### config.mk
export PLATFORM = sky130hd
export DESIGN_NAME = vx_commit_arbiter
export DESIGN_NICKNAME = d
export VERILOG_FILES = /design/src/rtl/vx_commit_arbiter.sv
export SDC_FILE = /design/constraint.sdc
export NUM_CORES = 2
export LEC_CHECK = 0
export BUFFER_PORTS_ARGS = -buffer_cell sky130_fd_sc_hd__clkbuf_2
export CAP_MARGIN = 10
export CORE_AREA = 2 2 417 419
export DETAILED_ROUTE_END_ITERATION = 12
export DIE_AREA = 0 0 419 421
export GPL_ROUTABILITY_DRIVEN = 0
export PLACE_DENSITY = 0.65
export SLEW_MARGIN = 20
export SYNTH_ARGS = -nofsm -noshare
export SYNTH_HDL_FRONTEND = slang
export SYNTH_SLANG_ARGS = --single-unit
export TNS_END_PERCENT = 20
### constraint.sdc
create_clock -name clk -period 11.15 [get_ports clk]
set_input_delay 1.115 -clock clk [delete_from_list [all_inputs] [get_ports clk]]
set_output_delay 1.115 -clock clk [all_outputs]
set_load 0.01 [all_outputs]
### src/rtl/vx_commit_arbiter.sv
`default_nettype none
// ============================================================================
//  Module      : vx_commit_arbiter
//  Description : Commit/writeback merger. Per-source elastic buffers feed
//                NUM_OUTPUTS registered writeback slots through a round-robin
//                allocator. Registered retired-thread statistics are produced
//                for the instret counters.
//  Revision    : 1.0 - initial release
// ============================================================================
module vx_commit_arbiter #(
    parameter int NUM_INPUTS  = 5,
    parameter int NUM_OUTPUTS = 1,
    parameter int NUM_THREADS = 4,
    parameter int NUM_WARPS   = 4,
    parameter int BUF_DEPTH   = 2,
    localparam int WW = (NUM_WARPS > 1) ? $clog2(NUM_WARPS) : 1,
    localparam int SW = $clog2(NUM_INPUTS),
    localparam int CW = $clog2(NUM_OUTPUTS * NUM_THREADS + 1)
) (
    input  logic                                  clk,
    input  logic                                  reset,
    input  logic [NUM_INPUTS-1:0]                 in_valid,
    output logic [NUM_INPUTS-1:0]                 in_ready,
    input  logic [NUM_INPUTS*WW-1:0]              in_wid,
    input  logic [NUM_INPUTS*NUM_THREADS-1:0]     in_tmask,
    input  logic [NUM_INPUTS*32-1:0]              in_pc,
    input  logic [NUM_INPUTS*5-1:0]               in_rd,
    input  logic [NUM_INPUTS-1:0]                 in_wb,
    input  logic [NUM_INPUTS*NUM_THREADS*32-1:0]  in_data,
    input  logic [NUM_INPUTS-1:0]                 in_eop,
    output logic [NUM_OUTPUTS-1:0]                out_valid,
    input  logic [NUM_OUTPUTS-1:0]                out_ready,
    output logic [NUM_OUTPUTS*SW-1:0]             out_src,
    output logic [NUM_OUTPUTS*WW-1:0]             out_wid,
    output logic [NUM_OUTPUTS*NUM_THREADS-1:0]    out_tmask,
    output logic [NUM_OUTPUTS*32-1:0]             out_pc,
    output logic [NUM_OUTPUTS*5-1:0]              out_rd,
    output logic [NUM_OUTPUTS-1:0]                out_wb,
    output logic [NUM_OUTPUTS*NUM_THREADS*32-1:0] out_data,
    output logic [NUM_OUTPUTS-1:0]                out_eop,
    output logic                                  cmt_valid,
    output logic [CW-1:0]                         cmt_count,
    output logic                                  busy
);

    // Packet layout (LSB first): eop, data, wb, rd, pc, tmask, wid
    localparam int c_dw    = NUM_THREADS * 32;
    localparam int c_o_dat = 1;
    localparam int c_o_wb  = c_o_dat + c_dw;
    localparam int c_o_rd  = c_o_wb + 1;
    localparam int c_o_pc  = c_o_rd + 5;
    localparam int c_o_tm  = c_o_pc + 32;
    localparam int c_o_wid = c_o_tm + NUM_THREADS;
    localparam int c_pkt   = c_o_wid + WW;
    localparam int c_aw    = $clog2(BUF_DEPTH);
    localparam int c_cntw  = $clog2(BUF_DEPTH + 1);

    logic [c_pkt-1:0]       w_head [NUM_INPUTS];
    logic [NUM_INPUTS-1:0]  w_nonempty;
    logic [NUM_INPUTS-1:0]  w_pop;

    logic [NUM_OUTPUTS-1:0] w_loadable;
    logic [NUM_OUTPUTS-1:0] w_assigned;
    logic [SW-1:0]          w_sel [NUM_OUTPUTS];
    logic                   w_any;
    logic [SW-1:0]          w_last;

    logic [SW-1:0]          r_rr_ptr;
    logic [NUM_OUTPUTS-1:0] r_out_valid;
    logic [c_pkt-1:0]       r_out_pkt [NUM_OUTPUTS];
    logic [SW-1:0]          r_out_src [NUM_OUTPUTS];
    logic                   r_cmt_valid;
    logic [CW-1:0]          r_cmt_count;
    logic                   w_cmt_any;
    logic [CW-1:0]          w_cmt_sum;

    // ------------------------------------------------------------------
    // Per-source elastic buffers
    // ------------------------------------------------------------------
    for (genvar gi = 0; gi < NUM_INPUTS; gi++) begin : g_buf
        logic [c_pkt-1:0]  r_mem [BUF_DEPTH];
        logic [c_aw-1:0]   r_wr_ptr;
        logic [c_aw-1:0]   r_rd_ptr;
        logic [c_cntw-1:0] r_count;
        logic [c_pkt-1:0]  w_in_pkt;
        logic              w_push;

        assign w_in_pkt = {in_wid[gi*WW +: WW],
                           in_tmask[gi*NUM_THREADS +: NUM_THREADS],
                           in_pc[gi*32 +: 32],
                           in_rd[gi*5 +: 5],
                           in_wb[gi],
                           in_data[gi*c_dw +: c_dw],
                           in_eop[gi]};

        // Ready comes only from the registered count, so a same-cycle pop
        // never opens an extra slot and out_ready cannot reach in_ready.
        assign in_ready[gi]   = ~reset & (r_count != c_cntw'(BUF_DEPTH));
        assign w_push         = in_valid[gi] & in_ready[gi];
        assign w_nonempty[gi] = (r_count != '0);
        assign w_head[gi]     = r_mem[r_rd_ptr];

        // Pointer/count bookkeeping; depth is a power of two so pointers wrap naturally
        always_ff @(posedge clk) begin
            if (reset) begin
                r_wr_ptr <= '0;
                r_rd_ptr <= '0;
                r_count  <= '0;
            end else begin
                if (w_push) begin
                    r_wr_ptr <= r_wr_ptr + 1'b1;
                end
                if (w_pop[gi]) begin
                    r_rd_ptr <= r_rd_ptr + 1'b1;
                end
                if (w_push && !w_pop[gi]) begin
                    r_count <= r_count + 1'b1;
                end else if (!w_push && w_pop[gi]) begin
                    r_count <= r_count - 1'b1;
                end
            end
        end

        // Payload storage, no reset needed: occupancy is tracked by r_count
        always_ff @(posedge clk) begin
            if (w_push) begin
                r_mem[r_wr_ptr] <= w_in_pkt;
            end
        end
    end

    // ------------------------------------------------------------------
    // Round-robin slot allocation
    // ------------------------------------------------------------------
    assign w_loadable = ~r_out_valid | out_ready;

    // Scan sources from r_rr_ptr; each non-empty head takes the lowest free loadable slot
    always_comb begin
        logic [SW:0]   v_sum;
        logic [SW-1:0] v_idx;
        logic          v_found;
        w_assigned = '0;
        w_pop      = '0;
        w_any      = 1'b0;
        w_last     = '0;
        v_sum      = '0;
        v_idx      = '0;
        v_found    = 1'b0;
        for (int k = 0; k < NUM_OUTPUTS; k++) begin
            w_sel[k] = '0;
        end
        for (int j = 0; j < NUM_INPUTS; j++) begin
            v_sum = {1'b0, r_rr_ptr} + (SW+1)'(j);
            if (v_sum >= (SW+1)'(NUM_INPUTS)) begin
                v_sum = v_sum - (SW+1)'(NUM_INPUTS);
            end
            v_idx   = v_sum[SW-1:0];
            v_found = 1'b0;
            for (int k = 0; k < NUM_OUTPUTS; k++) begin
                if (!v_found && w_nonempty[v_idx] && w_loadable[k] && !w_assigned[k]) begin
                    w_assigned[k] = 1'b1;
                    w_sel[k]      = v_idx;
                    w_pop[v_idx]  = 1'b1;
                    w_any         = 1'b1;
                    w_last        = v_idx;
                    v_found       = 1'b1;
                end
            end
        end
    end

    // Round-robin pointer advances past the last source granted this cycle
    always_ff @(posedge clk) begin
        if (reset) begin
            r_rr_ptr <= '0;
        end else if (w_any) begin
            r_rr_ptr <= (w_last == SW'(NUM_INPUTS - 1)) ? '0 : w_last + 1'b1;
        end
    end

    // ------------------------------------------------------------------
    // Writeback slots: load when empty or draining, hold under backpressure
    // ------------------------------------------------------------------
    always_ff @(posedge clk) begin
        if (reset) begin
            r_out_valid <= '0;
            for (int k = 0; k < NUM_OUTPUTS; k++) begin
                r_out_pkt[k] <= '0;
                r_out_src[k] <= '0;
            end
        end else begin
            for (int k = 0; k < NUM_OUTPUTS; k++) begin
                if (w_loadable[k]) begin
                    r_out_valid[k] <= w_assigned[k];
                    if (w_assigned[k]) begin
                        r_out_pkt[k] <= w_head[w_sel[k]];
                        r_out_src[k] <= w_sel[k];
                    end
                end
            end
        end
    end

    for (genvar gk = 0; gk < NUM_OUTPUTS; gk++) begin : g_out
        assign out_src[gk*SW +: SW]                     = r_out_src[gk];
        assign out_wid[gk*WW +: WW]                     = r_out_pkt[gk][c_o_wid +: WW];
        assign out_tmask[gk*NUM_THREADS +: NUM_THREADS] = r_out_pkt[gk][c_o_tm +: NUM_THREADS];
        assign out_pc[gk*32 +: 32]                      = r_out_pkt[gk][c_o_pc +: 32];
        assign out_rd[gk*5 +: 5]                        = r_out_pkt[gk][c_o_rd +: 5];
        assign out_wb[gk]                               = r_out_pkt[gk][c_o_wb];
        assign out_data[gk*c_dw +: c_dw]                = r_out_pkt[gk][c_o_dat +: c_dw];
        assign out_eop[gk]                              = r_out_pkt[gk][0];
    end
    assign out_valid = r_out_valid;

    // ------------------------------------------------------------------
    // Retirement statistics
    // ------------------------------------------------------------------
    // Sum active lanes of every end-of-packet beat leaving a slot this cycle
    always_comb begin
        int v_total;
        v_total   = 0;
        w_cmt_any = 1'b0;
        for (int k = 0; k < NUM_OUTPUTS; k++) begin
            if (r_out_valid[k] && out_ready[k] && r_out_pkt[k][0]) begin
                v_total   = v_total + $countones(r_out_pkt[k][c_o_tm +: NUM_THREADS]);
                w_cmt_any = 1'b1;
            end
        end
        w_cmt_sum = CW'(v_total);
    end

    // Statistics are registered: they describe the previous cycle's retirements
    always_ff @(posedge clk) begin
        if (reset) begin
            r_cmt_valid <= 1'b0;
            r_cmt_count <= '0;
        end else begin
            r_cmt_valid <= w_cmt_any;
            r_cmt_count <= w_cmt_sum;
        end
    end

    assign cmt_valid = r_cmt_valid;
    assign cmt_count = r_cmt_count;
    assign busy      = (|w_nonempty) | (|r_out_valid);

endmodule
`default_nettype wire

* Yosys cells after proc, flatten, opt, wreduce, memory -nomap -nowiden
Memory sizes are Yosys's and may differ from the RTL's. A register that Yosys moved wholly into a read port is not among the register bits.
Cells that the tools add are included.
W data, S select, Z words.
** Operators by class
- Equality and inequality tests :: 6
- $mul :: 0
- Magnitude comparators :: 16
- Div/mod/pow operators :: 0
- Bitwise gates (word level) :: 20
- Add/subtract/negate cells :: 33
- Shifts and indexed selects :: 0
- Reduce and logical (&&, ||, !) cells :: 54
- Muxes and demuxes :: 85
** Operator list (count)
- $bmux W173 S3 :: 1
- $mux W173 :: 3
- $reduce_or A173 Y1 :: 1
- $mux W1 :: 44
- $mux W3 :: 12
- $logic_and A1 B1 Y1 :: 26
- $mux W5 :: 5
- $lt A3 B4 Y1 const B :: 5
- $mux W2 :: 10
- $or A5 B5 Y5 :: 4
- $reduce_bool A2 Y1 :: 10
- $ge A4 B3 Y1 const B :: 4
- $bmux W1 S3 :: 5
- $demux W1 S3 :: 5
- $ge A3 B1 Y1 const B :: 5
- $sub A3 B3 Y3 const B :: 5
- $logic_not A1 Y1 :: 14
- $add A1 B1 Y1 const B :: 10
- $add A2 B1 Y2 const B :: 5
- $and A1 B1 Y1 :: 10
- $ne A2 B2 Y1 const B :: 5
- $sub A2 B1 Y2 const B :: 5
- $add A3 B2 Y4 const B :: 2
- $reduce_or A5 Y1 :: 1
- 13 further kinds :: 17
** Storage, ports and cells
- ROM bits :: 0
- Bits in writable memories :: 1906
- Bits in latches :: 0
- Memories kept :: 7
- Logic and storage cells :: 240
- Flip-flop bits (word level) :: 28
** Memories
- g_buf[0].r_mem :: depth 2, width 173, read ports 1, clocked after Yosys merged registers in 1, write ports 1, line 81 : logic [c_pkt-1:0] r_mem [BUF_DEPTH];
- g_buf[1].r_mem :: depth 2, width 173, read ports 1, clocked after Yosys merged registers in 1, write ports 1, line 81
- g_buf[2].r_mem :: depth 2, width 173, read ports 1, clocked after Yosys merged registers in 1, write ports 1, line 81
- g_buf[3].r_mem :: depth 2, width 173, read ports 1, clocked after Yosys merged registers in 1, write ports 1, line 81
- g_buf[4].r_mem :: depth 2, width 173, read ports 1, clocked after Yosys merged registers in 1, write ports 1, line 81
- r_out_pkt :: depth 1, width 173, read ports 1, clocked after Yosys merged registers in 0, write ports 1, line 70 : logic [c_pkt-1:0] r_out_pkt [NUM_OUTPUTS];
- +1 memories

* Longest topological paths before layout
- Depth after elaboration :: 24
- Mapped depth :: 20
- Gate-level depth less buffers :: 16

* Least setup slack after synthesis
OpenSTA, ideal clock, no wires.
- Path type :: in2reg
- Start point :: input reset
- End point :: memory g_buf[2].r_mem[0][0] (netlist bit), enable pin
- Data arrival time :: 8927 ps
- Path buffers :: 1
- Path slack :: 1514 ps
- Setup time :: 709 ps
- Data required time :: 10441 ps
- Stages on the path :: 4
- Path through :: clkbuf_1 a21oi_1 nand2_1 nor2_1
** Between the ends
- Longest elaborated chain between the ends :: 5
** RTL lines
- start: declaration :: line 21 : input logic reset,
- $not A1 Y1 :: line 98 : assign in_ready[gi] = ~reset & (r_count != c_cntw'(BUF_DEPTH));
- $and A1 B1 Y1 :: line 98
- named net in_ready[2] :: line 23 : output logic [NUM_INPUTS-1:0] in_ready,
- $and A1 B1 Y1 :: line 99 : assign w_push = in_valid[gi] & in_ready[gi];
- $mux W1 :: line 126 : if (w_push) begin
- $mux W1 (not written as such) :: line 127 : r_mem[r_wr_ptr] <= w_in_pkt;
- end: declaration :: line 81
The timed path passes the listed nets, and every way through them passes these cells.

* Worst setup path in the final report
- Start point :: register r_rr_ptr[0]
- End point :: memory r_out_pkt[0][6] (netlist bit), data pin
** Between the ends
- Longest elaborated chain between the ends :: 24
** RTL lines
- start: declaration :: line 68 : logic [SW-1:0] r_rr_ptr;
- start signal: assignment :: line 177 : r_rr_ptr <= (w_last == SW'(NUM_INPUTS - 1)) ? '0 : w_last + 1'b1;
- branches (longest 23 deep; another with $add A3 B1 Y4)
- $mux W173 (no source line) *
- end: declaration :: line 70
Mark *: on every way between the ends. The select of a mux whose other input is x is not followed.

==> metrics.yaml <==
run_status:
  outcome: "finished, final reports clean"
cts:
  ctsResizeCount: 0
  cts_tree: "yes"
  numCtsBuffers: 195
  clockBufferDepth: 3
  cts_hold_buf: 0
  post_cts_buffers: 0
  htreeDepth: 4
  cts.clk_slew.worst_paths_ns: 0.06
  clkSinkCount: 1939
  clock_latency_ns: 0.85
  cts-root-buf: "clkbuf_16"
power:
  p_leak_uw: 0.03137
  p_per_area_nw_per_um2: 294.8
  peakVddDrop_v: 0.0005202
  power_uw: 26660
synthesis:
  synth_edf_count: 1906
  seq_area_frac_synth: 0.7610
  synthesis.nets: 5338
  synth_seq_cells: 1939
  post_synth.cell_area_avg_um2: 17.11
  synthFlopType: "edfxtp_1"
  yosysWarnings: 0
  synthArstFlopShare: 0
  syn_inst: 4446
  synth.cell_area_um2: 76080
  synth_cell_types: 74
place:
  pre_cts_ws_ns: 3.912
  dp.cells: 7639
  dp_hpwl_mm: 163.9
  io_buffers: 1059
  dpl-instance-area_um2: 83940
worst_setup_path:
  worst_r2r_startpoint: "r_rr_ptr[0]"
  endpoint_kind: "register"
  cp-start-kind: "register"
  cp_data_required_time_ns: 11.74
  arrival_ns: 7.54
  cp_max_fo: 75
  critPathKind: "register to register"
  r2r_cells: 15
  r2r_end: "r_out_pkt[0][6]"
  rrSetupSlack_ns: 4.20
die:
  die_w_um: 419
  num_rows: 153
  die_area_um2: 176400
  die_h_um: 421
  ios: 1060
  core_area_um2: 172500
  initial_core_util: 0.4411
global_route:
  grt_max_degree: 154
  antenna_found_initial: 144
  overflow: 0
  grt.total_usage: 0.2784
  first_global_vias: 44940
  grt_pass1_wl_mm: 344.2
flow_run:
  cap_viol_max_count: 0
routing:
  wl_per_cell_um: 31.01
  drc_errors: 0
  routed_wl_mm: 251.9
  ant_nets: 0
  drtIter0Drc: 5455
  viasPerCell: 5.745
  firstDrtPassIters: 6
  vias: 46663
finish:
  synthToLayoutAreaGrowth_pct: 18.83
  nets: 6404
  drive_above_1_share: 0.2845
  final_area_um2: 90410
  fin_cells: 8123
  final_cell_mix: "edfxtp_1 (1906), clkbuf_2 (1059), mux2i_1 (698), nand2_1 (367), nor2_1 (211)"
  final_common_cell: "edfxtp_1"
min_path:
  min_from: "in_data[195]"
  hold_path.class: "input pin to register"
  hold_end: "g_buf[1].r_mem[1][68]"
  hold_depth: 1
timing:
  drv_slew: 0
  setup_viol: 0
  finalClockSkew_ns: 0.02896
  setup_slack_ns: 4.199
  hold_viol: 0
  relSlewSlack: 0.1839
  worst_pin_slew_ns: 1.224
  timing.setup.tns_ns: 0
  rsz0062_at_grt: "no"
  fmax_mhz: 143.9
  period_needed_ns: 6.951
  post-route-period-util: 0.6234
## through the flow
| stage | util | hold WS, ns |
|---|---|---|
| 6_report | 0.5242 | 0.4526 |
| 3_5_place_dp | 0.4867 | 0.4949 |
| 4_1_cts | 0.5222 | 0.3586 |
| 3_3_place_gp | 0.4867 | 0.4806 |
| 5_1_grt | 0.5240 | 0.4016 |
| 2_1_floorplan | - | 0.4718 |
## cell usage after synthesis (all sizes together), types with 12 or more instances
master,instances,area (um^2)
a211oi,179,1356
ha,17,212.7
inv,28,105.1
nor3,12,65.06
xor2,17,148.9
a311o,173,1732
edfxtp,1906,57230
mux2i,699,7009
nand2,369,1388
clkbuf,181,683.2
mux2,178,2004
a21oi,196,984.7
buf,83,465.5
nor2,217,817.0
o21ai,14,70.07
dfxtp,33,660.6
## power by group
| part | total, uW | switching (uW) | internal [uW] |
|---|---|---|---|
| clock network | 6350 | 2800 | 3550 |
| logic | 10600 | 7380 | 3180 |
| registers | 9750 | 402 | 9350 |
## cell families (layout without fill, tap and decap cells)
| kind of cell | Yosys count | count (layout) | share of synthesized area |
|---|---|---|---|
| flops | 1939 | 1939 | 0.7610 |
| fa+ha+maj | 19 | 19 | 0.003322 |
| buf+inv | 293 | 1521 | 0.01653 |
| mux | 878 | 878 | 0.1188 |
| other cells | 0 | 124 | 0 |
| compound gates | 618 | 618 | 0.06095 |
| xor+xnor | 24 | 24 | 0.002763 |
| simple gates | 675 | 675 | 0.03666 |
## routing by layer
metal	GRT usage	vias up	wire, um
met5	0	-	74
met4	0.1757	8	13680
met3	0.05003	542	19950
met2	0.4453	2687	123900
met1	0.3507	23628	94300
li1	-	19798	-
## final cells by class
class / count / area, um^2
clock inverters: 117 / 1071
multi-input cells: 2214 / 17040
clock buffers: 242 / 5056
repair buffers: 1133 / 5988
diodes: 124 / 310.3
well taps: 2325 / 2909
flip-flops and latches: 1939 / 57920
fillers: 14113 / 82080
inverters: 29 / 116.4
## critical path: stages, from the launching register on
cell,delay [ns]
dfxtp_2,0.73
inv_2,0.24
ha_1,0.32
ha_1,0.48
a2111oi_0,0.61
a21o_1,0.21
a32o_1,0.32
nor4_1,0.11
o211ai_1,0.22
buf_4,0.68
nand2_8,0.43
inv_8,0.59
buf_4,0.70
a211oi_1,0.19
buf_4,0.19
a311o_1,0.31
## flip-flops by register name, indices dropped and copies added (netlist names), named ones only
register	flops
cmt_valid	1
g_buf.r_count	10
cmt_count	3
g_buf.r_wr_ptr	5
r_out_src	3
r_rr_ptr	3
g_buf.r_rd_ptr	5
g_buf.r_mem	1730
out_valid	1
r_out_pkt	173
## worst max path at each step
stage                            from                   end  slack, ns  cells after the start
after floorplan                 reset  g_buf[2].r_mem[0][0]       1.51                      4
after global placement    r_rr_ptr[0]       r_out_pkt[0][6]       4.05                     15
after detailed placement  r_rr_ptr[0]       r_out_pkt[0][6]       3.91                     15
after CTS                 r_rr_ptr[0]       r_out_pkt[0][6]       3.88                     15
after global routing      r_rr_ptr[0]       r_out_pkt[0][6]       3.78                     15
final                     r_rr_ptr[0]       r_out_pkt[0][6]       4.20                     15
Note: power is estimated with default switching activity, not from simulation.
